===== src/rtl/cga_isa_vram_port_if.sv =====
`default_nettype none
// ---------------------------------------------------------------------------
// cga_isa_vram_port_if : ISA-side and VRAM-side signal bundle of the CPU port
// Rev 1.0
// ---------------------------------------------------------------------------
interface cga_isa_vram_port_if #(
    parameter int ADDR_WIDTH = 14
);
    logic                  bus_sel;
    logic                  bus_memr_n;
    logic                  bus_memw_n;
    logic [ADDR_WIDTH-1:0] bus_addr;
    logic [7:0]            bus_din;
    logic [7:0]            bus_dout;
    logic                  bus_wait;
    logic [ADDR_WIDTH-1:0] vram_addr;
    logic [7:0]            vram_wdata;
    logic                  vram_we;
    logic                  vram_oe;
    logic [7:0]            vram_rdata;

    modport slave (
        input  bus_sel, bus_memr_n, bus_memw_n, bus_addr, bus_din, vram_rdata,
        output bus_dout, bus_wait, vram_addr, vram_wdata, vram_we, vram_oe
    );

    modport master (
        output bus_sel, bus_memr_n, bus_memw_n, bus_addr, bus_din, vram_rdata,
        input  bus_dout, bus_wait, vram_addr, vram_wdata, vram_we, vram_oe
    );
endinterface
`default_nettype wire


===== src/rtl/cga_isa_vram_port.sv =====
`default_nettype none
// ---------------------------------------------------------------------------
// cga_isa_vram_port : CPU VRAM access port, ops confined to sequencer windows
// Rev 1.0
// ---------------------------------------------------------------------------
module cga_isa_vram_port #(
    parameter int ADDR_WIDTH  = 14,
    parameter int SYNC_STAGES = 2
) (
    input  wire logic          clk,
    input  wire logic          reset_n,
    input  wire logic          isa_op_enable,
    cga_isa_vram_port_if.slave bus
);

    typedef enum logic [2:0] {
        ST_IDLE     = 3'd0,
        ST_WAIT_WIN = 3'd1,
        ST_C1       = 3'd2,
        ST_C2       = 3'd3,
        ST_C3       = 3'd4,
        ST_HOLD     = 3'd5
    } state_t;

    state_t r_state;
    state_t w_state_next;

    logic [SYNC_STAGES-1:0] r_sel_sync;
    logic [SYNC_STAGES-1:0] r_memr_sync;
    logic [SYNC_STAGES-1:0] r_memw_sync;
    logic                   w_s_sel;
    logic                   w_s_rd;
    logic                   w_s_wr;

    logic [ADDR_WIDTH-1:0]  r_addr;
    logic [7:0]             r_wdata;
    logic [7:0]             r_dout;
    logic                   r_is_write;
    logic                   r_oe;
    logic                   r_we;
    logic                   r_done;
    logic                   w_latch;
    logic                   w_cpu_cycle_next;
    logic                   w_we_next;

    // Strobes idle high, so their synchronizers clear to 1.
    always_ff @(posedge clk or negedge reset_n) begin
        if (!reset_n) begin
            r_sel_sync  <= '0;
            r_memr_sync <= '1;
            r_memw_sync <= '1;
        end else begin
            r_sel_sync  <= {r_sel_sync[SYNC_STAGES-2:0],  bus.bus_sel};
            r_memr_sync <= {r_memr_sync[SYNC_STAGES-2:0], bus.bus_memr_n};
            r_memw_sync <= {r_memw_sync[SYNC_STAGES-2:0], bus.bus_memw_n};
        end
    end

    assign w_s_sel = r_sel_sync[SYNC_STAGES-1];
    assign w_s_rd  = ~r_memr_sync[SYNC_STAGES-1];
    assign w_s_wr  = ~r_memw_sync[SYNC_STAGES-1];

    always_ff @(posedge clk or negedge reset_n) begin
        if (!reset_n) begin
            r_state <= ST_IDLE;
        end else begin
            r_state <= w_state_next;
        end
    end

    always_comb begin
        w_state_next = r_state;
        w_latch      = 1'b0;
        case (r_state)
            ST_IDLE: begin
                if (w_s_sel && (w_s_wr || w_s_rd)) begin
                    w_latch      = 1'b1;
                    w_state_next = ST_WAIT_WIN;
                end
            end
            ST_WAIT_WIN: begin
                if (isa_op_enable) begin
                    w_state_next = ST_C1;
                end
            end
            ST_C1:   w_state_next = ST_C2;
            ST_C2:   w_state_next = ST_C3;
            ST_C3:   w_state_next = ST_HOLD;
            ST_HOLD: begin
                if (!w_s_rd && !w_s_wr) begin
                    w_state_next = ST_IDLE;
                end
            end
            default: w_state_next = ST_IDLE;
        endcase
    end

    // Strobes are registered from the next state so they line up exactly with C1..C3.
    assign w_cpu_cycle_next = (w_state_next == ST_C1) || (w_state_next == ST_C2) ||
                              (w_state_next == ST_C3);
    assign w_we_next        = r_is_write &&
                              ((w_state_next == ST_C1) || (w_state_next == ST_C2));

    always_ff @(posedge clk or negedge reset_n) begin
        if (!reset_n) begin
            r_addr     <= '0;
            r_wdata    <= '0;
            r_is_write <= 1'b0;
            r_oe       <= 1'b0;
            r_we       <= 1'b0;
            r_done     <= 1'b0;
            r_dout     <= '0;
        end else begin
            if (w_latch) begin
                r_addr     <= bus.bus_addr;
                r_wdata    <= bus.bus_din;
                r_is_write <= w_s_wr;
            end
            r_oe   <= w_cpu_cycle_next;
            r_we   <= w_we_next;
            r_done <= (w_state_next == ST_HOLD);
            if ((r_state == ST_C3) && !r_is_write) begin
                r_dout <= bus.vram_rdata;
            end
        end
    end

    // Raw bus inputs here so the hold is seen before the ISA ready sample point.
    assign bus.bus_wait   = bus.bus_sel & (~bus.bus_memr_n | ~bus.bus_memw_n) & ~r_done;
    assign bus.bus_dout   = r_dout;
    assign bus.vram_addr  = r_addr;
    assign bus.vram_wdata = r_wdata;
    assign bus.vram_we    = r_we;
    assign bus.vram_oe    = r_oe;

endmodule
`default_nettype wire


===== src/flat_wrapper.sv =====
// flat-port wrapper written by rule: the top's interface ports become plain ports
module cga_isa_vram_port_flat 
#(
    parameter int ADDR_WIDTH  = 14,
    parameter int SYNC_STAGES = 2
)
  (clk, reset_n, isa_op_enable, bus_bus_sel, bus_bus_memr_n, bus_bus_memw_n, bus_bus_addr, bus_bus_din, bus_vram_rdata, bus_bus_dout, bus_bus_wait, bus_vram_addr, bus_vram_wdata, bus_vram_we, bus_vram_oe);
  cga_isa_vram_port_if #(.ADDR_WIDTH(ADDR_WIDTH)) bus_i ();
  input  wire logic clk;
  input  wire logic reset_n;
  input  wire logic isa_op_enable;
  input wire logic [$bits(bus_i.bus_sel)-1:0] bus_bus_sel;
  input wire logic [$bits(bus_i.bus_memr_n)-1:0] bus_bus_memr_n;
  input wire logic [$bits(bus_i.bus_memw_n)-1:0] bus_bus_memw_n;
  input wire logic [$bits(bus_i.bus_addr)-1:0] bus_bus_addr;
  input wire logic [$bits(bus_i.bus_din)-1:0] bus_bus_din;
  input wire logic [$bits(bus_i.vram_rdata)-1:0] bus_vram_rdata;
  output wire logic [$bits(bus_i.bus_dout)-1:0] bus_bus_dout;
  output wire logic [$bits(bus_i.bus_wait)-1:0] bus_bus_wait;
  output wire logic [$bits(bus_i.vram_addr)-1:0] bus_vram_addr;
  output wire logic [$bits(bus_i.vram_wdata)-1:0] bus_vram_wdata;
  output wire logic [$bits(bus_i.vram_we)-1:0] bus_vram_we;
  output wire logic [$bits(bus_i.vram_oe)-1:0] bus_vram_oe;
  assign bus_i.bus_sel = bus_bus_sel;
  assign bus_i.bus_memr_n = bus_bus_memr_n;
  assign bus_i.bus_memw_n = bus_bus_memw_n;
  assign bus_i.bus_addr = bus_bus_addr;
  assign bus_i.bus_din = bus_bus_din;
  assign bus_i.vram_rdata = bus_vram_rdata;
  assign bus_bus_dout = bus_i.bus_dout;
  assign bus_bus_wait = bus_i.bus_wait;
  assign bus_vram_addr = bus_i.vram_addr;
  assign bus_vram_wdata = bus_i.vram_wdata;
  assign bus_vram_we = bus_i.vram_we;
  assign bus_vram_oe = bus_i.vram_oe;
  cga_isa_vram_port #(.ADDR_WIDTH(ADDR_WIDTH), .SYNC_STAGES(SYNC_STAGES)) u_core (.clk(clk), .reset_n(reset_n), .isa_op_enable(isa_op_enable), .bus(bus_i));
endmodule

===== config.mk =====
export PLATFORM = sky130hd
export DESIGN_NAME = cga_isa_vram_port_flat
export DESIGN_NICKNAME = d
export VERILOG_FILES = /design/src/rtl/cga_isa_vram_port_if.sv /design/src/rtl/cga_isa_vram_port.sv /design/src/flat_wrapper.sv
export SDC_FILE = /design/constraint.sdc
export NUM_CORES = 1
export LEC_CHECK = 0
export ABC_AREA = 1
export CELL_PAD_IN_SITES_DETAIL_PLACEMENT = 1
export CELL_PAD_IN_SITES_GLOBAL_PLACEMENT = 2
export CORE_ASPECT_RATIO = 1.4
export CORE_MARGIN = 5
export CORE_UTILIZATION = 27
export CTS_CLUSTER_SIZE = 24
export DETAILED_ROUTE_END_ITERATION = 8
export PLACE_DENSITY = 0.95
export SYNTH_ARGS = -nofsm -noshare
export SYNTH_HDL_FRONTEND = slang
export SYNTH_SLANG_ARGS = --single-unit

===== constraint.sdc =====
create_clock -name clk -period 3.3 [get_ports clk]
set_input_delay 0.99 -clock clk [delete_from_list [all_inputs] [get_ports clk]]
set_output_delay 0.99 -clock clk [all_outputs]
set_load 0.1 [all_outputs]

==> results of run 1 <==
[per-stage QoR]
step	util	worst slack, ps	area, um2	cells
5_1_grt	0.3993	381.8	2480	314
6_report	0.3993	449.6	2480	314
3_5_place_dp	0.3832	441.9	2380	306
4_1_cts	0.3993	431.9	2480	314
2_1_floorplan	-	443.2	1725	174
3_3_place_gp	0.3832	467.1	2380	306
[metal layers]
metal	vias up	GRT usage
li1	696	-
met1	711	0.1337
met2	43	0.2066
met3	6	0.03813
met4	0	0.03563
met5	-	0
[worst min-delay path by stage]
| stage | startpoint | end | depth (start not counted) |
|---|---|---|---|
| global route | u_core.r_memw_sync[0] | u_core.r_memw_sync[1] | 0 |
| finish | u_core.r_memr_sync[0] | u_core.r_memr_sync[1] | 0 |
| global placement | u_core.r_sel_sync[0] | u_core.r_sel_sync[1] | 0 |
| floorplan | u_core.r_sel_sync[0] | u_core.r_sel_sync[1] | 0 |
| detailed placement | u_core.r_sel_sync[0] | u_core.r_sel_sync[1] | 0 |
| CTS | u_core.r_memw_sync[0] | u_core.r_memw_sync[1] | 0 |
[layout make-up]
cell class | instances | area (um2) | area share
repair buffers | 69 | 613.1 | 0.2472
clock buffers | 8 | 100.1 | 0.04036
flip-flops and latches | 43 | 1081 | 0.4359
inverters | 15 | 56.30 | 0.02270
multi-input cells | 107 | 539.3 | 0.2175
well taps | 72 | 90.09 | 0.03633
[state kept, by name (all words and copies together), names as in the netlist]
| name | flops |
|---|---|
| u_core.r_sel_sync | 2 |
| u_core.r_memw_sync | 2 |
| u_core.bus.vram_addr | 14 |
| u_core.r_done | 1 |
| u_core.bus.vram_wdata | 8 |
| u_core.bus.vram_oe | 1 |
| u_core.r_is_write | 1 |
| u_core.r_state | 3 |
| u_core.r_memr_sync | 2 |
| u_core.bus.vram_we | 1 |
| u_core.bus.bus_dout | 8 |
[synth_stat cells]
library cell               number  area [um2]
sky130_fd_sc_hd__clkbuf_1       2       7.510
sky130_fd_sc_hd__dfstp_2        4       105.1
sky130_fd_sc_hd__nand2_1       62       232.7
sky130_fd_sc_hd__nor2_4         2       22.52
sky130_fd_sc_hd__a21oi_1        1       5.000
sky130_fd_sc_hd__nand4_1       23       143.9
sky130_fd_sc_hd__dfrtp_1       39       975.9
sky130_fd_sc_hd__inv_1         15       56.30
sky130_fd_sc_hd__nand3_2        2       20.02
sky130_fd_sc_hd__nand3b_1       1       7.510
sky130_fd_sc_hd__buf_2          6       30.03
sky130_fd_sc_hd__buf_6          1       11.26
sky130_fd_sc_hd__o21ai_2        8       70.07
sky130_fd_sc_hd__nor2_1         4       15.01
sky130_fd_sc_hd__nand3_1        4       20.02
[logic make-up (layout without fill, tap and decap cells)]
kind of cell           count (synthesis)  after routing  share of synthesized area
AO/OA/AOI/OAI                          9              9                    0.04357
flip-flops                            43             43                     0.6275
buffers and inverters                 24             92                    0.06100
AND/OR/NAND/NOR                       98             98                     0.2680
[critical path: stages]
cell and delay, ps:
sky130_fd_sc_hd__clkdlybuf4s50_1 420, sky130_fd_sc_hd__nand2_1 70, sky130_fd_sc_hd__nand2_1 60, sky130_fd_sc_hd__nor2_2 130, sky130_fd_sc_hd__buf_12 190
==> flow_summary.html, run 1 <==
<table>
<tr><th>Metric</th><th>Value</th></tr>
<tr><th colspan="2">Timing</th></tr>
<tr><td>Worst clock skew</td><td>4.010 ps</td></tr>
<tr><td>Worst slew slack as a fraction of its limit</td><td>0.3686</td></tr>
<tr><td>Number of failing hold endpoints at the final stage</td><td>0</td></tr>
<tr><td>RSZ-0062 raised after global routing</td><td>no</td></tr>
<tr><td>Fin crit share</td><td>0.8638</td></tr>
<tr><td>Transition time of the tightest slew-check pin</td><td>947.0 ps</td></tr>
<tr><td>Total Neg Setup Slack</td><td>0 ps</td></tr>
<tr><td>Maximum clock frequency</td><td>350.8 MHz</td></tr>
<tr><td>Min Hold Slack</td><td>361.0 ps</td></tr>
<tr><td>Min Tclk post-route</td><td>2850 ps</td></tr>
<tr><td>Fin. max-slew vios</td><td>0</td></tr>
<tr><td>Total of endpoints with negative setup slack in the final report</td><td>0</td></tr>
<tr><th colspan="2">Clock network</th></tr>
<tr><td>Number of resized instances in the post-cts repair step</td><td>0</td></tr>
<tr><td>Root buffer cell</td><td>sky130_fd_sc_hd__clkbuf_8</td></tr>
<tr><td>Source-to-sink clock delay at the later pin of the worst-skew pair</td><td>290 ps</td></tr>
<tr><td>Clock transition at the registers of the reported paths</td><td>80 ps</td></tr>
<tr><td>Hold_buf cts</td><td>0</td></tr>
<tr><td>Post-CTS Setup Inserts</td><td>0</td></tr>
<tr><td>Total CTS buffers</td><td>5</td></tr>
<tr><td>CTS tree</td><td>done</td></tr>
<tr><td>Number of clock sinks seen by CTS</td><td>43</td></tr>
<tr><td>Maximum root-to-sink buffer count</td><td>2</td></tr>
<tr><td>Number of H-tree levels</td><td>2</td></tr>
<tr><th colspan="2">Worst setup path</th></tr>
<tr><td>Worst endpoint required time</td><td>2310 ps</td></tr>
<tr><td>Capture instance of the worst register-to-register path</td><td>u_core.r_is_write</td></tr>
<tr><td>Largest fanout on the critical path</td><td>2</td></tr>
<tr><td>Type of origin of the critical path</td><td>input pin</td></tr>
<tr><td>Slack of the worst reg-to-reg path</td><td>1330 ps</td></tr>
<tr><td>Crit path capture type</td><td>primary output</td></tr>
<tr><td>Worst setup path startpoint</td><td>bus_bus_memr_n</td></tr>
<tr><td>Reg2Reg Launch Point</td><td>u_core.r_state[0]</td></tr>
<tr><td>Capturing instance or port of the critical path</td><td>bus_bus_wait</td></tr>
<tr><td>Start-to-end type of the worst setup path</td><td>input pin to primary output</td></tr>
<tr><td>CP arrival</td><td>1860 ps</td></tr>
<tr><td>Worst r2r path cells</td><td>4</td></tr>
<tr><th colspan="2">GRT</th></tr>
<tr><td>Maximum number of pins on one net before global-route repair</td><td>44</td></tr>
<tr><td>Aggregate global-route resource usage</td><td>0.1176</td></tr>
<tr><td>Via count of the first global-routing pass</td><td>1555</td></tr>
<tr><td>Number of antenna violations at the first check in global routing</td><td>0</td></tr>
<tr><td>Overall overflow remaining after global route</td><td>0</td></tr>
<tr><td>First-pass GRT wire length</td><td>7748 um</td></tr>
<tr><th colspan="2">Place</th></tr>
<tr><td># port buffers</td><td>68</td></tr>
<tr><td>Global placement routability congestion</td><td>0.6867</td></tr>
<tr><td>Final HPWL DP</td><td>3172 um</td></tr>
<tr><th colspan="2">Cells and area</th></tr>
<tr><td>Top library cells by usage in the layout, fill and taps aside</td><td>62 x sky130_fd_sc_hd__nand2_1, 39 x sky130_fd_sc_hd__dfrtp_1, 34 x sky130_fd_sc_hd__clkdlybuf4s50_1</td></tr>
<tr><td>Most common cell after layout, fill and taps aside</td><td>sky130_fd_sc_hd__nand2_1</td></tr>
<tr><td>Antenna cells</td><td>0</td></tr>
<tr><td>Layout cells sized above 1</td><td>0.2438</td></tr>
<tr><td>Area growth from synthesis to layout</td><td>43.94%</td></tr>
<tr><td>Final layout net count</td><td>277</td></tr>
<tr><td>FILL cells</td><td>714</td></tr>
<tr><th colspan="2">Synthesis</th></tr>
<tr><td>Number of standard cells after synthesis</td><td>174</td></tr>
<tr><td>Post-synth design cell area</td><td>1723 um2</td></tr>
<tr><td>Post-synthesis sequential area ratio</td><td>0.6275</td></tr>
<tr><td>Flip-flop and latch count after synthesis</td><td>43</td></tr>
<tr><td>Count of distinct cell types in the synthesized netlist</td><td>15</td></tr>
<tr><td>Post-Synthesis Net Count</td><td>210</td></tr>
<tr><td>Mapped Avg Cell Area</td><td>9.902 um2</td></tr>
<tr><td>Count of warnings emitted by yosys</td><td>0</td></tr>
<tr><th colspan="2">Run</th></tr>
<tr><td>Count of maximum capacitance violations</td><td>0</td></tr>
<tr><th colspan="2">Die</th></tr>
<tr><td>Chip Height</td><td>104.5 um</td></tr>
<tr><td>Floorplan die area</td><td>8101 um2</td></tr>
<tr><td>Core footprint</td><td>6211 um2</td></tr>
<tr><td>Effective utilization at floorplan</td><td>0.2774</td></tr>
<tr><td>Row cnt</td><td>34</td></tr>
<tr><td>Num ports</td><td>69</td></tr>
<tr><td>Overall die width</td><td>77.51 um</td></tr>
<tr><th colspan="2">Min path</th></tr>
<tr><td>Class of the most critical hold timing path</td><td>register to register</td></tr>
<tr><th colspan="2">Drt</th></tr>
<tr><td>Top layer in use</td><td>met4</td></tr>
<tr><td>Average via count per standard cell</td><td>4.637</td></tr>
<tr><td>Count of vias placed by the detailed router</td><td>1456</td></tr>
<tr><td>Detail-routed net length per standard cell</td><td>14.45 um</td></tr>
<tr><td>Detailed-routing wirelength on met1</td><td>1794 um</td></tr>
<tr><td>Met3 routed wirelength</td><td>273 um</td></tr>
<tr><td>ANT nets after route</td><td>0</td></tr>
<tr><td>Pre-antenna DRT Iters</td><td>4</td></tr>
<tr><td>DRC violation total after the first TritonRoute iteration</td><td>51</td></tr>
<tr><td>Remaining routing DRC violations</td><td>0</td></tr>
<tr><td>WL final</td><td>4537 um</td></tr>
<tr><td>Routed length on met2</td><td>2421 um</td></tr>
<tr><th colspan="2">Run status</th></tr>
<tr><td>Result of the run</td><td>complete, no violations</td></tr>
</table>
Power of run 1 is not shown: default switching activity piles up to over one toggle a cycle in this logic, so the estimate is an artifact.
==> inputs of run 2 (changes only) <==
--- a/config.mk
+++ b/config.mk
@@ -13,6 +13,7 @@
 export CORE_UTILIZATION = 27
 export CTS_CLUSTER_SIZE = 24
 export DETAILED_ROUTE_END_ITERATION = 8
+export GPL_TIMING_DRIVEN = 0
 export PLACE_DENSITY = 0.95
 export SYNTH_ARGS = -nofsm -noshare
 export SYNTH_HDL_FRONTEND = slang
==> run 2 against run 1 <==
Net effect:
- critical path depth stayed put
- cell count is 2.9% higher
- worst setup slack worse by 330 ps
- core utilization rose by 2.7 points
- first-iteration DRC count is 39% lower
- maximum frequency is 10% lower
- non-clock buffer count rose by 9
- count of clock-buffer cells in the layout is 2 lower
- sequential share of layout area decreased by 2.7 points
- die area did not move
- via count fell by 0.14%
- critical endpoint unchanged
==> flow_summary.html, run 2 (synthesis gave the netlist of run 1 again) <==
<table>
<tr><th>Metric</th><th>Value</th></tr>
<tr><th colspan="2">Run status</th></tr>
<tr><td>Result of the run</td><td>complete, no violations</td></tr>
<tr><th colspan="2">Die</th></tr>
<tr><td>Row cnt</td><td>34</td></tr>
<tr><td>Core footprint</td><td>6211 um2</td></tr>
<tr><td>Floorplan die area</td><td>8101 um2</td></tr>
<tr><td>Num ports</td><td>69</td></tr>
<tr><td>Effective utilization at floorplan</td><td>0.2774</td></tr>
<tr><td>Overall die width</td><td>77.51 um</td></tr>
<tr><td>Chip Height</td><td>104.5 um</td></tr>
<tr><th colspan="2">Drt</th></tr>
<tr><td>Detail-routed net length per standard cell</td><td>14.45 um</td></tr>
<tr><td>DRC violation total after the first TritonRoute iteration</td><td>31</td></tr>
<tr><td>Pre-antenna DRT Iters</td><td>4</td></tr>
<tr><td>Average via count per standard cell</td><td>4.502</td></tr>
<tr><td>Count of vias placed by the detailed router</td><td>1454</td></tr>
<tr><td>ANT nets after route</td><td>0</td></tr>
<tr><td>Remaining routing DRC violations</td><td>0</td></tr>
<tr><td>WL final</td><td>4667 um</td></tr>
<tr><th colspan="2">GRT</th></tr>
<tr><td>First-pass GRT wire length</td><td>7741 um</td></tr>
<tr><td>Overall overflow remaining after global route</td><td>0</td></tr>
<tr><td>Number of antenna violations at the first check in global routing</td><td>0</td></tr>
<tr><td>Maximum number of pins on one net before global-route repair</td><td>38</td></tr>
<tr><td>Via count of the first global-routing pass</td><td>1563</td></tr>
<tr><td>Aggregate global-route resource usage</td><td>0.1175</td></tr>
<tr><th colspan="2">Cells and area</th></tr>
<tr><td>Top library cells by usage in the layout, fill and taps aside</td><td>66 x sky130_fd_sc_hd__clkdlybuf4s50_1, 62 x sky130_fd_sc_hd__nand2_1, 39 x sky130_fd_sc_hd__dfrtp_1</td></tr>
<tr><td>Final layout net count</td><td>286</td></tr>
<tr><td>Antenna cells</td><td>0</td></tr>
<tr><td>FILL cells</td><td>717</td></tr>
<tr><td>Final core utilization</td><td>0.4259</td></tr>
<tr><td>Number of flip-flops under the largest register name</td><td>14</td></tr>
<tr><td>Area growth from synthesis to layout</td><td>53.52%</td></tr>
<tr><td>Most common cell after layout, fill and taps aside</td><td>sky130_fd_sc_hd__clkdlybuf4s50_1</td></tr>
<tr><td>Layout cells sized above 1</td><td>0.1355</td></tr>
<tr><td>Non-filler instance count after layout</td><td>323</td></tr>
<tr><th colspan="2">Worst setup path</th></tr>
<tr><td>Crit path capture type</td><td>primary output</td></tr>
<tr><td>Number of buffer and inverter instances along the worst setup path</td><td>2</td></tr>
<tr><td>CP arrival</td><td>2190 ps</td></tr>
<tr><td>Largest fanout on the critical path</td><td>2</td></tr>
<tr><td>Number of gates on the worst path with buffers counted</td><td>5</td></tr>
<tr><td>Worst r2r path cells</td><td>5</td></tr>
<tr><td>Start-to-end type of the worst setup path</td><td>input pin to primary output</td></tr>
<tr><td>Worst setup path startpoint</td><td>bus_bus_memw_n</td></tr>
<tr><td>Cell chain of the critical path</td><td>clkdlybuf4s50_1, nand2_1, nand2_1, nor2_2, clkdlybuf4s15_2</td></tr>
<tr><td>Worst-path cell with the longest stage delay</td><td>sky130_fd_sc_hd__clkdlybuf4s15_2</td></tr>
<tr><td>Type of origin of the critical path</td><td>input pin</td></tr>
<tr><td>Reg2Reg Launch Point</td><td>u_core.r_state[0]</td></tr>
<tr><td>Worst endpoint required time</td><td>2310 ps</td></tr>
<tr><td>Most repeated library cell on the critical path</td><td>sky130_fd_sc_hd__nand2_1</td></tr>
<tr><td>Cell type group with the largest total delay on the critical path</td><td>buffers and inverters</td></tr>
<tr><td>Critical path's largest stage delay</td><td>560 ps</td></tr>
<tr><th colspan="2">Place</th></tr>
<tr><td>Global placement routability congestion</td><td>0.7451</td></tr>
<tr><td>Placed Cells</td><td>315</td></tr>
<tr><td>Final HPWL DP</td><td>3554 um</td></tr>
<tr><td># port buffers</td><td>68</td></tr>
<tr><th colspan="2">Timing</th></tr>
<tr><td>Total of endpoints with negative setup slack in the final report</td><td>0</td></tr>
<tr><td>Worst clock skew</td><td>11.05 ps</td></tr>
<tr><td>Number of failing hold endpoints at the final stage</td><td>0</td></tr>
<tr><td>Worst slew slack as a fraction of its limit</td><td>0.3265</td></tr>
<tr><td>Fin. max-slew vios</td><td>0</td></tr>
<tr><td>Maximum clock frequency</td><td>314.5 MHz</td></tr>
<tr><td>Fin crit share</td><td>0.9636</td></tr>
<tr><td>Transition time of the tightest slew-check pin</td><td>1007 ps</td></tr>
<tr><td>Min Tclk post-route</td><td>3180 ps</td></tr>
<tr><td>RSZ-0062 raised after global routing</td><td>no</td></tr>
<tr><th colspan="2">Clock network</th></tr>
<tr><td>Number of clock sinks seen by CTS</td><td>43</td></tr>
<tr><td>Maximum root-to-sink buffer count</td><td>2</td></tr>
<tr><td>Number of H-tree levels</td><td>2</td></tr>
<tr><td>CTS tree</td><td>done</td></tr>
<tr><td>Total CTS buffers</td><td>5</td></tr>
<tr><td>Root buffer cell</td><td>sky130_fd_sc_hd__clkbuf_8</td></tr>
<tr><td>Source-to-sink clock delay at the later pin of the worst-skew pair</td><td>300 ps</td></tr>
<tr><td>Clock transition at the registers of the reported paths</td><td>80 ps</td></tr>
<tr><th colspan="2">Run</th></tr>
<tr><td>Count of maximum capacitance violations</td><td>0</td></tr>
<tr><th colspan="2">Min path</th></tr>
<tr><td>Min-Delay Startpoint</td><td>u_core.r_memw_sync[0]</td></tr>
<tr><td>Worst hold path depth</td><td>0</td></tr>
<tr><td>Class of the most critical hold timing path</td><td>register to register</td></tr>
</table>
[run 2: stage by stage]
step	cell area, um2	setup TNS, ps	hold slack [ps]	setup slack (ps)
after global routing	2645	0	363.9	34.33
after detailed placement	2511	-464.6	344.0	-464.6
after global placement	2496	-432.6	334.1	-432.6
after CTS	2645	0	362.9	103.8
after floorplan	1725	0	331.2	443.2
final	2645	0	359.9	120.1
[run 2: cell type report]
type | count | area [um2] | area share
sequential | 43 | 1081 | 0.4087
timing repair buffer | 69 | 696.9 | 0.2635
multi-input combinational | 107 | 539.3 | 0.2039
tap | 72 | 90.09 | 0.03406
clock buffer | 6 | 72.57 | 0.02744
clock inverter | 2 | 60.06 | 0.02271
inverter | 15 | 56.30 | 0.02129
buffer | 9 | 48.80 | 0.01845
[run 2: path summary, 6_finish.rpt]
check                                           end  slack (ps)
max in group asynchronous     u_core.r_memr_sync[0]        2260
min                           u_core.r_memw_sync[1]         360
min reg2reg                   u_core.r_memw_sync[1]         360
min in group asynchronous  u_core.bus.vram_addr[12]         520
max reg2reg                  u_core.bus.bus_dout[7]        1970
max                                    bus_bus_wait         120
[run 2: routing by layer]
metal  global-route usage  vias to the layer above  wire [um]
met5                    0                        -          0
met4              0.02948                        0         53
met1               0.1346                      694       1772
li1                     -                      716          -
met3              0.03553                        5        277
met2               0.2102                       39       2563
[run 2: what timing repair did]
item	in CTS	in global routing
hold buffers	0	0
buffers inserted	0	0
resized for setup	3	0
endpoints found under the setup margin	1	0
Power of run 2 is left out for the same reason.
